$ cat config.mk
export PLATFORM = sky130hd
export DESIGN_NAME = aes_key_expander
export DESIGN_NICKNAME = d
export VERILOG_FILES = /design/src/rtl/aes_key_expander.sv
export SDC_FILE = /design/constraint.sdc
export NUM_CORES = 1
export LEC_CHECK = 0
export BUFFER_PORTS_ARGS = -buffer_cell sky130_fd_sc_hd__buf_4
export CAP_MARGIN = 25
export CELL_PAD_IN_SITES_DETAIL_PLACEMENT = 1
export CELL_PAD_IN_SITES_GLOBAL_PLACEMENT = 1
export CORE_ASPECT_RATIO = 0.5
export CORE_MARGIN = 5
export CORE_UTILIZATION = 48
export CTS_CLUSTER_SIZE = 14
export DETAILED_ROUTE_END_ITERATION = 8
export PLACE_DENSITY_LB_ADDON = 0.1
export SYNTH_ARGS = -nofsm -noshare
export SYNTH_HDL_FRONTEND = slang
export SYNTH_HIERARCHICAL = 1
export SYNTH_SLANG_ARGS = --single-unit
$ cat constraint.sdc
create_clock -name clk -period 6.91 [get_ports clk]
set_input_delay 0.691 -clock clk [delete_from_list [all_inputs] [get_ports clk]]
set_output_delay 0.691 -clock clk [all_outputs]
set_load 0.01 [all_outputs]
$ cat src/rtl/aes_key_expander.sv
// aes_key_expander: sequential AES-128 key schedule, streams round keys 0..NUM_ROUNDS under backpressure.
// Optional KEY_EXP_STORE_EN adds a round-key register file (rd_idx/rd_key/store_full) for reverse-order reads.

module aes_sbox (
  input  logic [7:0] a,
  output logic [7:0] y
);
  // Same forward S-box table as the round datapath SubBytes.
  localparam logic [7:0] SBOX [256] = '{
    8'h63, 8'h7c, 8'h77, 8'h7b, 8'hf2, 8'h6b, 8'h6f, 8'hc5, 8'h30, 8'h01, 8'h67, 8'h2b, 8'hfe, 8'hd7, 8'hab, 8'h76,
    8'hca, 8'h82, 8'hc9, 8'h7d, 8'hfa, 8'h59, 8'h47, 8'hf0, 8'had, 8'hd4, 8'ha2, 8'haf, 8'h9c, 8'ha4, 8'h72, 8'hc0,
    8'hb7, 8'hfd, 8'h93, 8'h26, 8'h36, 8'h3f, 8'hf7, 8'hcc, 8'h34, 8'ha5, 8'he5, 8'hf1, 8'h71, 8'hd8, 8'h31, 8'h15,
    8'h04, 8'hc7, 8'h23, 8'hc3, 8'h18, 8'h96, 8'h05, 8'h9a, 8'h07, 8'h12, 8'h80, 8'he2, 8'heb, 8'h27, 8'hb2, 8'h75,
    8'h09, 8'h83, 8'h2c, 8'h1a, 8'h1b, 8'h6e, 8'h5a, 8'ha0, 8'h52, 8'h3b, 8'hd6, 8'hb3, 8'h29, 8'he3, 8'h2f, 8'h84,
    8'h53, 8'hd1, 8'h00, 8'hed, 8'h20, 8'hfc, 8'hb1, 8'h5b, 8'h6a, 8'hcb, 8'hbe, 8'h39, 8'h4a, 8'h4c, 8'h58, 8'hcf,
    8'hd0, 8'hef, 8'haa, 8'hfb, 8'h43, 8'h4d, 8'h33, 8'h85, 8'h45, 8'hf9, 8'h02, 8'h7f, 8'h50, 8'h3c, 8'h9f, 8'ha8,
    8'h51, 8'ha3, 8'h40, 8'h8f, 8'h92, 8'h9d, 8'h38, 8'hf5, 8'hbc, 8'hb6, 8'hda, 8'h21, 8'h10, 8'hff, 8'hf3, 8'hd2,
    8'hcd, 8'h0c, 8'h13, 8'hec, 8'h5f, 8'h97, 8'h44, 8'h17, 8'hc4, 8'ha7, 8'h7e, 8'h3d, 8'h64, 8'h5d, 8'h19, 8'h73,
    8'h60, 8'h81, 8'h4f, 8'hdc, 8'h22, 8'h2a, 8'h90, 8'h88, 8'h46, 8'hee, 8'hb8, 8'h14, 8'hde, 8'h5e, 8'h0b, 8'hdb,
    8'he0, 8'h32, 8'h3a, 8'h0a, 8'h49, 8'h06, 8'h24, 8'h5c, 8'hc2, 8'hd3, 8'hac, 8'h62, 8'h91, 8'h95, 8'he4, 8'h79,
    8'he7, 8'hc8, 8'h37, 8'h6d, 8'h8d, 8'hd5, 8'h4e, 8'ha9, 8'h6c, 8'h56, 8'hf4, 8'hea, 8'h65, 8'h7a, 8'hae, 8'h08,
    8'hba, 8'h78, 8'h25, 8'h2e, 8'h1c, 8'ha6, 8'hb4, 8'hc6, 8'he8, 8'hdd, 8'h74, 8'h1f, 8'h4b, 8'hbd, 8'h8b, 8'h8a,
    8'h70, 8'h3e, 8'hb5, 8'h66, 8'h48, 8'h03, 8'hf6, 8'h0e, 8'h61, 8'h35, 8'h57, 8'hb9, 8'h86, 8'hc1, 8'h1d, 8'h9e,
    8'he1, 8'hf8, 8'h98, 8'h11, 8'h69, 8'hd9, 8'h8e, 8'h94, 8'h9b, 8'h1e, 8'h87, 8'he9, 8'hce, 8'h55, 8'h28, 8'hdf,
    8'h8c, 8'ha1, 8'h89, 8'h0d, 8'hbf, 8'he6, 8'h42, 8'h68, 8'h41, 8'h99, 8'h2d, 8'h0f, 8'hb0, 8'h54, 8'hbb, 8'h16
  };

  assign y = SBOX[a];
endmodule

module aes_key_expander #(
  parameter int NUM_ROUNDS = 10
) (
  input  logic         clk,
  input  logic         rst_n,
  input  logic         key_valid,
  output logic         key_ready,
  input  logic [127:0] key_in,
  output logic         rk_valid,
  input  logic         rk_ready,
  output logic [127:0] rk_out,
  output logic [3:0]   rk_idx,
  output logic         rk_last
`ifdef KEY_EXP_STORE_EN
  ,
  input  logic [3:0]   rd_idx,
  output logic [127:0] rd_key,
  output logic         store_full
`endif
);
  localparam int NUM_LANES = 4;
  localparam int VEC_W     = 8;
  localparam logic [3:0] LAST_IDX = 4'(NUM_ROUNDS);

  typedef enum logic {IDLE, RUN} state_t;

  state_t state;
  logic [7:0] rcon;

  logic [31:0] w0, w1, w2, w3, rot_w3, t;
  logic [31:0] n0, n1, n2, n3;
  logic [NUM_LANES-1:0][VEC_W-1:0] sub_w;
  logic hs;

  function automatic logic [7:0] xtime(input logic [7:0] b);
    return {b[6:0], 1'b0} ^ (b[7] ? 8'h1b : 8'h00);
  endfunction

  assign {w0, w1, w2, w3} = rk_out;
  assign rot_w3 = {w3[23:0], w3[31:24]};

  // One S-box per byte lane; the only SubWord instance in the block.
  for (genvar i = 0; i < NUM_LANES; i++) begin : g_sub
    aes_sbox u_sbox (.a(rot_w3[i*VEC_W +: VEC_W]), .y(sub_w[i]));
  end

  assign t  = sub_w ^ {rcon, 24'h0};
  assign n0 = w0 ^ t;
  assign n1 = w1 ^ n0;
  assign n2 = w2 ^ n1;
  assign n3 = w3 ^ n2;
  assign hs = rk_valid & rk_ready;

  // key_ready/rk_valid/rk_last are registered so neither handshake input reaches an output combinationally.
  always_ff @(posedge clk or negedge rst_n) begin
    if (!rst_n) begin
      state     <= IDLE;
      key_ready <= 1'b1;
      rk_valid  <= 1'b0;
      rk_out    <= '0;
      rk_idx    <= '0;
      rk_last   <= 1'b0;
      rcon      <= 8'h01;
    end else begin
      case (state)
        IDLE: begin
          if (key_valid) begin
            state     <= RUN;
            key_ready <= 1'b0;
            rk_valid  <= 1'b1;
            rk_out    <= key_in;
            rk_idx    <= '0;
            rk_last   <= (LAST_IDX == 4'd0);
            rcon      <= 8'h01;
          end
        end
        RUN: begin
          if (hs) begin
            if (rk_idx == LAST_IDX) begin
              state     <= IDLE;
              key_ready <= 1'b1;
              rk_valid  <= 1'b0;
              rk_last   <= 1'b0;
            end else begin
              rk_out  <= {n0, n1, n2, n3};
              rk_idx  <= rk_idx + 4'd1;
              rk_last <= (rk_idx + 4'd1 == LAST_IDX);
              rcon    <= xtime(rcon);
            end
          end
        end
        default: state <= IDLE;
      endcase
    end
  end

`ifdef KEY_EXP_STORE_EN
  logic [127:0] store [NUM_ROUNDS+1];

  always_ff @(posedge clk or negedge rst_n) begin
    if (!rst_n) begin
      for (int i = 0; i <= NUM_ROUNDS; i++) store[i] <= '0;
      store_full <= 1'b0;
    end else begin
      if (state == IDLE && key_valid) store_full <= 1'b0;
      if (hs) begin
        for (int i = 0; i <= NUM_ROUNDS; i++)
          if (rk_idx == 4'(i)) store[i] <= rk_out;
        if (rk_idx == LAST_IDX) store_full <= 1'b1;
      end
    end
  end

  // Out-of-range indices fall through to zero.
  always_comb begin
    rd_key = '0;
    for (int i = 0; i <= NUM_ROUNDS; i++)
      if (rd_idx == 4'(i)) rd_key = store[i];
  end
`endif

endmodule

==> impl_results.md <==
- Status: finished clean
- Critical path data arrival time: 5700 ps
- Antenna violations before repair: 9
- Pleak: 9.56 nW
- Post-synthesis share of cell area spent on xor and xnor gates: 6.14%
- Switching pwr: 7.20 mW
- Relative contribution of sequential cells to total power: 15.9%
- Clk root buf: clkbuf_16
- Total gr overflow: 0
- Die Height: 163 um
- Switching fraction of total power: 55.6%
- Summed instance area of the synthesized netlist: 22,400 um2
- Area used by multi-input combinational logic: 17,000 um2
- Maximum number of pins on one net before global-route repair: 92
- Ordered list of cells on the worst path: inv_1 > ha_1 > nor2b_1 > nor3_1 > a211oi_1 > a311oi_1 > o41ai_1 > a31oi_1 > xnor3_1 > o31ai_1 > a21oi_1 > a211oi_1
- Post-synthesis cell type count: 93
- Final Net Count: 3,291
- Setup Slack @ Placement: 1820 ps
- Setup TNS Final: 0 ps
- Number of vias in the routed layout: 28.4k
- Average footprint of a synthesized cell: 7.25 um2
- CP dominant cell by count: a211oi_1
- Fraction of the mapped netlist area in adder cells: 3.51%
- First-pass GRT wire length: 173 mm
- Share of cells above drive strength 1: 14.8%
- Average wire length per cell after detail routing: 31.2 um
- Cts repair resizes: 0
- Category of the worst setup path capture point: flip-flop
- Vias per cell: 7.55
- Count of yosys warnings during synthesis: 6
- Post-synth ARST share: 100%
- Largest family of logic cells by synthesized area: compound AO/OA/AOI/OAI gates
- Unrepaired setup endpoints after global routing: false
- Period Utilization, post-route: 77.5%
- Hold/Removal Path Class: in -> async
- Int Pwr: 5.74 mW
- Power per standard cell area: 523 nW/um2
- Clock transition time at the flip-flop clock pins of the worst setup and hold paths: 70 ps
- Most used flip-flop cell after synthesis: dfrtp_1
- Count of routing violations after the opening detailed-route iteration: 4,952
- Routed wire length: 117 mm
- Final HPWL from detailed placement: 78.5 mm
- Maximum achievable frequency: 187 MHz
- Final Critical Period: 5360 ps
- Reg area: 3630 um2
- Setup fix buffers added after clock tree synthesis: 0
- Register-to-register setup slack: 1550 ps
- DR DRC count: 0
- Area fraction in and, or, nand and nor cells after synthesis: 25.2%
- Slew HR: 32.4%
- Buffers from clock root to sink, at most: 2
- R2R Path Start: rk_out[0]$_DFFE_PN0P_
- Initial standard-cell utilization of the core: 48.3%
- Depth of the most critical reg-to-reg path: 12
- Overall global routing resource usage: 42.7%
- Full die area: 51,500 um2
- Number of synthesized flops with an enable pin: 0
- Slew at the pin closest to its max-slew limit: 1010 ps
- Total number of H-tree levels: 4
- Number of clock buffers inserted by TritonCTS: 17
- CP Launch Type: flip-flop
- Critical path required time: 7250 ps
- Final Hold Vio Count: 0
- Max-slew violations: 0
- Filler cell count in the final layout: 5,918
- Sinks on the clock net: 144
- Type of the worst setup path: reg -> reg
- Max FO, Critical Path: 27
- Area added between synthesis and finish: 10.3%
- Flops & latches, synth: 144
- Maximum vdd drop: 0.323 mV
- Total nets after synthesis: 3,291
- Global placement routability congestion: 1.08
- Post-CTS Hold Buffers: 0
- Gate count of the mapped netlist: 3,096
- Number of nets with antenna violations after routing: 0
- Via count of the first global-routing pass: 27.0k
- Die Span X: 316 um
- Sequential cell area fraction in the yosys report: 16.1%
- Layout Skew: 12.4 ps
- Delay of the slowest critical-path stage: 990 ps
- Cell row count: 56
- Highest-delay cell along the critical path: dfrtp_1
- Number of optimization iterations in the first detailed-route pass: 7
- Final setup margin: 1550 ps
- Finish-stage setup viols: 0
- Boundary Pins: 267
- Clock latency reported for the late side of the worst-skew pair: 440 ps
- Area inside the core boundary: 46,500 um2
- Area fraction in compound gates after synthesis: 37.3%
- Count of input and output buffers: 266
- Total of max-cap violations: 0
- Combinational group share of total power: 76.0%
- Reg2reg end: rk_out[46]$_DFFE_PN0P_
- Total Power: 12.9 mW
- Mux contribution to synthesized area: 3.20%
- Clock Power Share: 8.2%
- Clock tree from TritonCTS: done
==> layer usage <==
metal | track usage [%] | vias to the layer above | share of wire, % | routed length [um]
li1 | - | 11900 | - | -
met1 | 56.3 | 13900 | 38 | 45000
met2 | 66.0 | 2166 | 44 | 51800
met3 | 8.72 | 480 | 11 | 13000
met4 | 23.1 | 0 | 6.4 | 7470
met5 | 0 | - | 0 | 0
==> cell usage in the layout, fill, tap and decap left out, drive strengths merged, types with 32 or more instances in the layout <==
cell    instances
a21oi         227
o311ai         50
nand2b        100
a31oi          90
a21o           37
dfrtp         142
o22ai          43
a311oi         41
buf           325
nor2b          60
ha             63
xnor3          32
a221o          41
a211oi         93
mux2i          46
nand2         185
inv            48
nor3          128
nand4          40
xor2           61
o31ai          53
o211ai         66
nand3         153
o21ai         237
nor2          290
==> worst max-delay path: cells and delay by family (launching register included) <==
kind            cells  cell delay [ps]
compound gates      7             2000
fa+ha+maj           1              810
flops               1              990
buf+inv             1              340
xor+xnor            1              550
simple gates        2              560
==> cells by family (layout without fill, tap and decap cells) <==
| family | after synthesis | count (layout) |
|---|---|---|
| other cells | 0 | 10 |
| mux | 61 | 61 |
| flops | 144 | 144 |
| buf+inv | 394 | 407 |
| simple gates | 1110 | 1110 |
| fa+ha+maj | 63 | 63 |
| compound gates | 1217 | 1217 |
| xor+xnor | 107 | 107 |
==> power by group through the flow <==
stage	combinational (mW)	clock (mW)	sequential, mW
floorplan	6.44	0	1.86
global placement	8.98	0	2.00
detailed placement	9.21	0	2.03
CTS	9.34	1.05	2.03
global route	10.2	1.09	2.10
finish	9.84	1.06	2.05
==> Yosys cell counts, drive strengths merged (12+ instances only) <==
cell     count  area (um2)
or3         22         158
o31ai       53         398
o311ai      50         438
o311a       12         120
a2111oi     19         166
o32ai       13         114
o22ai       43         269
o211ai      66         495
a221o       41         410
nor3       128         666
a211oi      93         698
and2        22         143
inv         48         180
o21ai      237        1190
xnor3       32         721
mux2i       46         472
buf        211        1250
clkbuf     134         507
o41ai       13         114
nor4        30         188
nand4       40         250
a21oi      227        1140
o221ai      19         185
a221oi      19         185
ha          63         788
nand3      153         766
a31oi       90         563
xor2        61         534
xnor2       14         123
dfrtp      142        3550
nand2      185         709
nor2b       60         405
o2111ai     17         149
a21o        37         278
or2         15        93.8
nand2b     100         641
o21a        31         233
a311o       18         180
and3        19         120
nor2       290        1110
a311oi      41         365
==> state kept, by name (all words and copies together) (netlist names) <==
| name | cells |
|---|---|
| rk_idx | 4 |
| rcon | 8 |
| rk_last | 1 |
| state | 1 |
| rk_out | 128 |
| key_ready | 1 |
| rk_valid | 1 |
==> per-stage QoR <==
| stage | instance area [um2] | hold WS, ps | util (%) | instances |
|---|---|---|---|---|
| 6_report | 24800 | 280 | 53.2 | 3757 |
| 5_1_grt | 24700 | 331 | 53.2 | 3756 |
| 4_1_cts | 24600 | 308 | 52.9 | 3740 |
| 3_5_place_dp | 24000 | 522 | 51.5 | 3708 |
| 3_3_place_gp | 24000 | 507 | 51.5 | 3708 |
| 2_1_floorplan | 22400 | 395 | - | 3096 |
==> how the worst max path moves through the flow <==
stage	from	to	slack [ps]	cells after the start
floorplan	rk_out[17]$_DFFE_PN0P_	rk_out[59]$_DFFE_PN0P_	2670	15
global placement	rk_out[0]$_DFFE_PN0P_	rk_out[11]$_DFFE_PN0P_	2140	12
detailed placement	rk_out[0]$_DFFE_PN0P_	rk_out[43]$_DFFE_PN0P_	1820	12
CTS	rk_out[0]$_DFFE_PN0P_	rk_out[43]$_DFFE_PN0P_	1750	12
global route	rk_out[0]$_DFFE_PN0P_	rk_out[43]$_DFFE_PN0P_	1410	12
finish	rk_out[0]$_DFFE_PN0P_	rk_out[46]$_DFFE_PN0P_	1550	12
==> final cells by class <==
class / count / share of cell area (%)
multi-input cells: 2558 / 68.5
flip-flops and latches: 144 / 14.7
repair buffers: 326 / 10.1
well taps: 638 / 3.23
clock buffers: 21 / 1.86
clock inverters: 11 / 0.748
inverters: 49 / 0.743
diodes: 10 / 0.101
No activity file was read; power rests on OpenSTA's default activity.
